--- config.mk ---
export PLATFORM = sky130hd
export DESIGN_NAME = gc_req_sequencer
export DESIGN_NICKNAME = d
export VERILOG_FILES = /design/src/rtl/gc_req_sequencer.sv
export SDC_FILE = /design/constraint.sdc
export NUM_CORES = 1
export LEC_CHECK = 0
export BUFFER_PORTS_ARGS = -buffer_cell sky130_fd_sc_hd__buf_2
export CAP_MARGIN = 20
export CORE_UTILIZATION = 50
export CTS_BUF_LIST = sky130_fd_sc_hd__clkbuf_8 sky130_fd_sc_hd__clkbuf_16
export DETAILED_ROUTE_END_ITERATION = 10
export HOLD_SLACK_MARGIN = 0.12
export PLACE_DENSITY = 0.76
export SETUP_SLACK_MARGIN = 0.4
export SYNTH_ARGS = -nofsm -noshare
export SYNTH_HDL_FRONTEND = slang
export SYNTH_SLANG_ARGS = --single-unit
export TNS_END_PERCENT = 100
--- constraint.sdc ---
create_clock -name clk -period 3.2 [get_ports clk]
set_input_delay 0.32 -clock clk [delete_from_list [all_inputs] [get_ports clk]]
set_output_delay 0.32 -clock clk [all_outputs]
set_load 0.01 [all_outputs]
--- src/rtl/gc_req_sequencer.sv ---
// gc_req_sequencer
// Host-side request sequencer for the GC-DRAM. Host commands are buffered in a
// small FIFO and issued one per cycle onto the memory write/read pins. A read
// of the address most recently written is held back until WR_GAP cycles have
// passed since that write. Read data returning on rd is tagged with a
// response strobe and the original address RD_LAT cycles after re.
//
// Ports:
//   clk, rst       clock (rising edge), asynchronous active-low reset
//   cmd_valid/ready, cmd_we, cmd_addr, cmd_wdata   host command handshake
//   we, re, waddr, raddr, data_in                  memory command pins
//   rd                                             memory read data
//   rsp_valid, rsp_data, rsp_addr                  read response strobe
module gc_req_sequencer #(
    parameter int DEPTH  = 4,
    parameter int RD_LAT = 2,
    parameter int WR_GAP = 2
) (
    input  logic        clk,
    input  logic        rst,
    input  logic        cmd_valid,
    output logic        cmd_ready,
    input  logic        cmd_we,
    input  logic [9:0]  cmd_addr,
    input  logic [63:0] cmd_wdata,
    output logic        we,
    output logic        re,
    output logic [9:0]  waddr,
    output logic [9:0]  raddr,
    output logic [63:0] data_in,
    input  logic [63:0] rd,
    output logic        rsp_valid,
    output logic [63:0] rsp_data,
    output logic [9:0]  rsp_addr
);

    localparam int PW = $clog2(DEPTH);
    localparam int GW = (WR_GAP > 0) ? $clog2(WR_GAP + 1) : 1;

    localparam logic [1:0] S_IDLE   = 2'd0;
    localparam logic [1:0] S_ISSUE  = 2'd1;
    localparam logic [1:0] S_HAZARD = 2'd2;

    // Command FIFO storage (data only, no reset needed)
    logic        fifo_we   [DEPTH];
    logic [9:0]  fifo_addr [DEPTH];
    logic [63:0] fifo_data [DEPTH];

    logic [PW-1:0] wr_ptr, rd_ptr;
    logic [PW:0]   count, count_next;
    logic [1:0]    state, state_next;
    logic [GW-1:0] gap_cnt;
    logic [9:0]    last_waddr;

    logic          push, pop, hazard;
    logic          head_we;
    logic [9:0]    head_addr;
    logic [63:0]   head_data;

    logic          pipe_v [RD_LAT];
    logic [9:0]    pipe_a [RD_LAT];

    assign cmd_ready = (count != (PW + 1)'(DEPTH));
    assign push      = cmd_valid && cmd_ready;

    assign head_we   = fifo_we[rd_ptr];
    assign head_addr = fifo_addr[rd_ptr];
    assign head_data = fifo_data[rd_ptr];

    assign hazard = !head_we && (head_addr == last_waddr) && (gap_cnt != '0);

    // IDLE issues straight away when a command has just landed so that a
    // command accepted into an empty FIFO appears on the pins one cycle later.
    assign pop = (state != S_HAZARD) && (count != '0) && !hazard;

    assign count_next = count + {{PW{1'b0}}, push} - {{PW{1'b0}}, pop};

    always_comb begin
        state_next = state;
        case (state)
            S_IDLE, S_ISSUE: begin
                if (count == '0)
                    state_next = S_IDLE;
                else if (hazard)
                    state_next = S_HAZARD;
                else if (count_next == '0)
                    state_next = S_IDLE;
                else
                    state_next = S_ISSUE;
            end
            S_HAZARD: begin
                // gap_cnt reaches 0 at this edge
                if (gap_cnt <= GW'(1))
                    state_next = S_ISSUE;
            end
            default: state_next = S_IDLE;
        endcase
    end

    always_ff @(posedge clk) begin
        if (push) begin
            fifo_we[wr_ptr]   <= cmd_we;
            fifo_addr[wr_ptr] <= cmd_addr;
            fifo_data[wr_ptr] <= cmd_wdata;
        end
    end

    always_ff @(posedge clk or negedge rst) begin
        if (!rst) begin
            wr_ptr     <= '0;
            rd_ptr     <= '0;
            count      <= '0;
            state      <= S_IDLE;
            gap_cnt    <= '0;
            last_waddr <= '0;
            we         <= 1'b0;
            re         <= 1'b0;
            waddr      <= '0;
            raddr      <= '0;
            data_in    <= '0;
        end else begin
            state <= state_next;
            count <= count_next;
            if (push)
                wr_ptr <= wr_ptr + PW'(1);
            if (pop)
                rd_ptr <= rd_ptr + PW'(1);

            we <= pop && head_we;
            re <= pop && !head_we;
            if (pop && head_we) begin
                waddr   <= head_addr;
                data_in <= head_data;
            end
            if (pop && !head_we)
                raddr <= head_addr;

            if (pop && head_we) begin
                last_waddr <= head_addr;
                gap_cnt    <= GW'(WR_GAP);
            end else if (gap_cnt != '0) begin
                gap_cnt <= gap_cnt - GW'(1);
            end
        end
    end

    // Read return pipe is fed from the registered re so the tail lines up
    // with rd exactly RD_LAT cycles after re was high.
    always_ff @(posedge clk or negedge rst) begin
        if (!rst) begin
            for (int unsigned i = 0; i < RD_LAT; i++) begin
                pipe_v[i] <= 1'b0;
                pipe_a[i] <= '0;
            end
        end else begin
            pipe_v[0] <= re;
            pipe_a[0] <= raddr;
            for (int unsigned i = 1; i < RD_LAT; i++) begin
                pipe_v[i] <= pipe_v[i-1];
                pipe_a[i] <= pipe_a[i-1];
            end
        end
    end

    assign rsp_valid = pipe_v[RD_LAT-1];
    assign rsp_addr  = pipe_a[RD_LAT-1];
    assign rsp_data  = rd;

endmodule

==> key figures <==
Power
  • Pleak: 7.38 nW
  • P_sw: 5.81 mW
  • Power share of the clock group: 25.4%
  • Maximum VDD drop: 0.572 mV
  • Sw frac: 29.7%
  • Pwr/cell area: 1010 nW/um2
  • Combinational Power Share: 32.7%
  • Flop pwr share: 41.8%
  • Int Pwr: 13.7 mW

Clock tree
  • CTS tree: built
  • Clk_lat worst skew: 0.53 ns
  • CTS HTree Levels: 2
  • Clk slew on worst S/H paths: 0.06 ns
  • Clock root buffer master: clkbuf_16
  • Sink Count: 419
  • CTS Buffer Depth: 3
  • CTS Buf Count: 42

Timing
  • Setup ws final: -0.0348 ns
  • Unrepaired setup endpoints after global routing: yes
  • Slew @ Worst Pin: 0.609 ns
  • Share of the clock period used by the worst path: 101%
  • FMAX: 0.309 GHz
  • Fin. max-slew vios: 0
  • Final Hold Violating Endpoints: 0
  • Endpoints failing setup: 1
  • Clock Skew: 0.0162 ns
  • Relative slew slack: 59.4%
  • Tmin final: 3.23 ns

Place
  • PortBufs: 175
  • DP Wirelength: 20600 um
  • Placed cells: 1283
  • RePlAce Congestion: 0.767

Synth
  • Post-Synth Adder-Cell Area: 0.754%
  • Compound-Gate Fraction of Synth Area: 0.550%
  • Post-synthesis sequential area ratio: 75.3%
  • Post-synthesis mux area share: 16.4%
  • Area contributors post-synth: edfxtp_1, dfrtp_1, mux4_2, buf_4, mux2_2
  • Ys async rst share: 28.4%
  • Mapped cell area: 15900 um2
  • Unique masters post-synth: 39
  • Synthesized Nets: 927
  • Primary FF master, synth: edfxtp_1
  • Post-synth EDFFs: 300
  • Leading area contributor after synthesis: edfxtp_1
  • Post-Synthesis Cells: 776
  • Yosys top cell area share: 56.6%
  • Warnings from Yosys: 0
  • Simple-gate area share of the yosys netlist: 1.49%
  • Syn Area/Cell: 20.5 um2
  • Post-synthesis xor/xnor area fraction: 0.927%
  • Synthesis-stage register bit count: 419
  • Largest family of logic cells by synthesized area: multiplexers

Global route
  • Vias in the first global route: 8386
  • Total grt overflow: 0
  • GRT Util Overall: 20.9%
  • Antenna violations before repair: 3
  • First-pass GRT wire length: 50800 um
  • Largest net degree at the start of global routing: 69

Route
  • 1st-pass router iterations: 4
  • Wire per inst: 23.0 um
  • Initial detailed-routing violation count: 402
  • # DRC: 0
  • DR vias: 7727
  • Routed WL: 33300 um
  • Drt via density: 5.32
  • Remaining antenna violation count: 0

Worst setup path
  • CP delay by family, top: adder cells
  • Reg2Reg Setup Slack: -0.03 ns
  • Worst path slowest cell: mux4_2
  • Maximum net fanout on the critical path: 5
  • Worst Setup Start Kind: flip-flop
  • Crit path largest cell delay: 0.53 ns
  • CP Depth: 14
  • Worst Setup End Kind: flip-flop
  • CP bufs+invs: 3
  • CP dominant cell by count: ha_4
  • Worst R2R End: state[0]
  • CP Capture Point: state[0]
  • CP Cell Sequence: buf_12 -> mux4_2 -> xor2_2 -> nor4b_2 -> buf_4 -> a21oi_4 -> ha_4 -> inv_2 -> ha_4 -> fa_2 -> xnor2_2 -> nor3_2 -> nor3_1 -> a21bo_1
  • Crit path kind: reg2reg
  • Critical Path Source: rd_ptr[0]
  • R2R depth: 14
  • CP required: 3.62 ns
  • Worst Path Arrival: 3.65 ns
  • Crit Reg-Reg Startpoint: rd_ptr[0]

Min path
  • Hold path startpoint: cmd_valid
  • Worst hold-check path type: in2reg

Floorplan
  • CORE AREA: 31000 um2
  • Initial Utilization: 51.4%
  • Die X: 180 um
  • Die extent in y: 180 um
  • Die Area: 32600 um2
  • IO Count: 304
  • Row Count: 64

Job
  • MaxCap Viol Count: 0

Final layout
  • Commonest non-fill, non-tap cell in the layout: edfxtp_1
  • Layout cells sized above 1: 42.1%
  • Fill cells: 2115
  • Syn-to-layout area delta: 21.8%
  • Final Core Density: 62.6%
  • Most frequent cells in the layout: edfxtp_1, buf_2, dfrtp_1, dlygate4sd3_1, mux4_2
  • Final nets: 1171
  • Finished Layout Cells: 1452

Outcome
  • Violated checks: negative setup slack
  • Outcome: complete, but fails checks
flip-flops by register name (all words and copies together), names as in the netlist:
name,flops
rsp_addr,10
pipe_v,1
count,3
rd_ptr,2
pipe_a,10
fifo_data,256
last_waddr,10
data_in,64
state,2
fifo_we,4
fifo_addr,40
rsp_valid,1
raddr,10
we,1
gap_cnt,2
wr_ptr,2
re,1
area by class of cell:
| type | count | area (um2) | area share [%] |
|---|---|---|---|
| multi-input combinational | 245 | 3320 | 17.1 |
| tap | 396 | 495 | 2.55 |
| timing repair buffer | 300 | 2110 | 10.9 |
| inverter | 12 | 45.0 | 0.232 |
| sequential | 419 | 12000 | 61.8 |
| clock buffer | 50 | 1190 | 6.16 |
| antenna | 3 | 7.51 | 0.0387 |
| clock inverter | 27 | 233 | 1.20 |
synthesized netlist by cell type (2+ instances only):
cell type	n
edfxtp_1	300
dfrtp_1	119
buf_4	75
mux4_2	71
mux2_2	49
nand2_1	29
mux2_1	20
mux2i_1	12
inv_1	11
buf_1	9
buf_2	9
ha_1	8
mux2_4	8
xnor2_1	8
xor2_1	7
clkbuf_1	5
a21oi_1	4
and3_1	4
nor2_1	3
nor3_1	3
o21ai_0	3
buf_6	2
logic make-up (layout without fill, tap and decap cells):
family | after synthesis | after routing
DFF | 419 | 419
buffers and inverters | 112 | 389
adders and majority gates | 9 | 9
and+or+nand+nor | 47 | 47
muxes | 160 | 160
xor gates and xnor gates | 16 | 16
AOI/OAI and AO/OA | 13 | 13
other | 0 | 3
power by group through the flow:
stage	Combinational [mW]	Clock [mW]	Sequential (mW)
after floorplan	3.94	0	8.33
after detailed placement	6.09	0	8.27
after global routing	6.95	5.27	8.32
after CTS	6.33	5.05	8.20
final	6.40	4.97	8.18
after global placement	5.96	0	8.21
what timing repair did:
item / in CTS / in global routing
setup endpoints to repair: 3 / 3
hold endpoints to repair: 351 / 0
hold buffers: 76 / 0
buffers inserted: 5 / 8
gates resized for setup: 4 / 6
pin swaps: 4 / 2
per-layer routing:
metal  up-vias  track usage, %  part of all wire (%)
li1       3420               -                     -
met1      3968            25.1                    38
met2       257            36.8                    52
met3        82            4.73                   5.8
met4         0            7.93                   3.4
met5         -               0                     0
metrics by stage:
stage	power, mW	area (um2)	setup slack, ns	TNS, ns	hold slack [ns]
2_1_floorplan	12.3	15900	-0.0883	-0.0883	0.0244
3_3_place_gp	14.2	17000	-0.129	-0.129	0.332
3_5_place_dp	14.4	17000	-0.179	-0.179	0.335
4_1_cts	19.6	19300	-0.141	-0.141	0.240
5_1_grt	20.5	19400	-0.185	-0.185	0.276
6_report	19.5	19400	-0.0348	-0.0348	0.254
worst min-delay path by stage:
stage	end	slack, ns	depth (start not counted)
after floorplan	count[0]	0.02	0
after global placement	rsp_addr[9]	0.33	0
after detailed placement	rsp_addr[2]	0.33	0
after CTS	wr_ptr[0]	0.24	3
after global routing	wr_ptr[0]	0.28	3
final	wr_ptr[0]	0.25	3
worst reg2reg max path: stages (launching register included):
cell	delay (ns)
dfrtp_4	0.48
buf_12	0.13
mux4_2	0.53
xor2_2	0.17
nor4b_2	0.25
buf_4	0.17
a21oi_4	0.07
ha_4	0.28
inv_2	0.04
ha_4	0.14
fa_2	0.36
xnor2_2	0.16
nor3_2	0.11
nor3_1	0.06
a21bo_1	0.18
No activity file was read; power rests on OpenSTA's default activity.
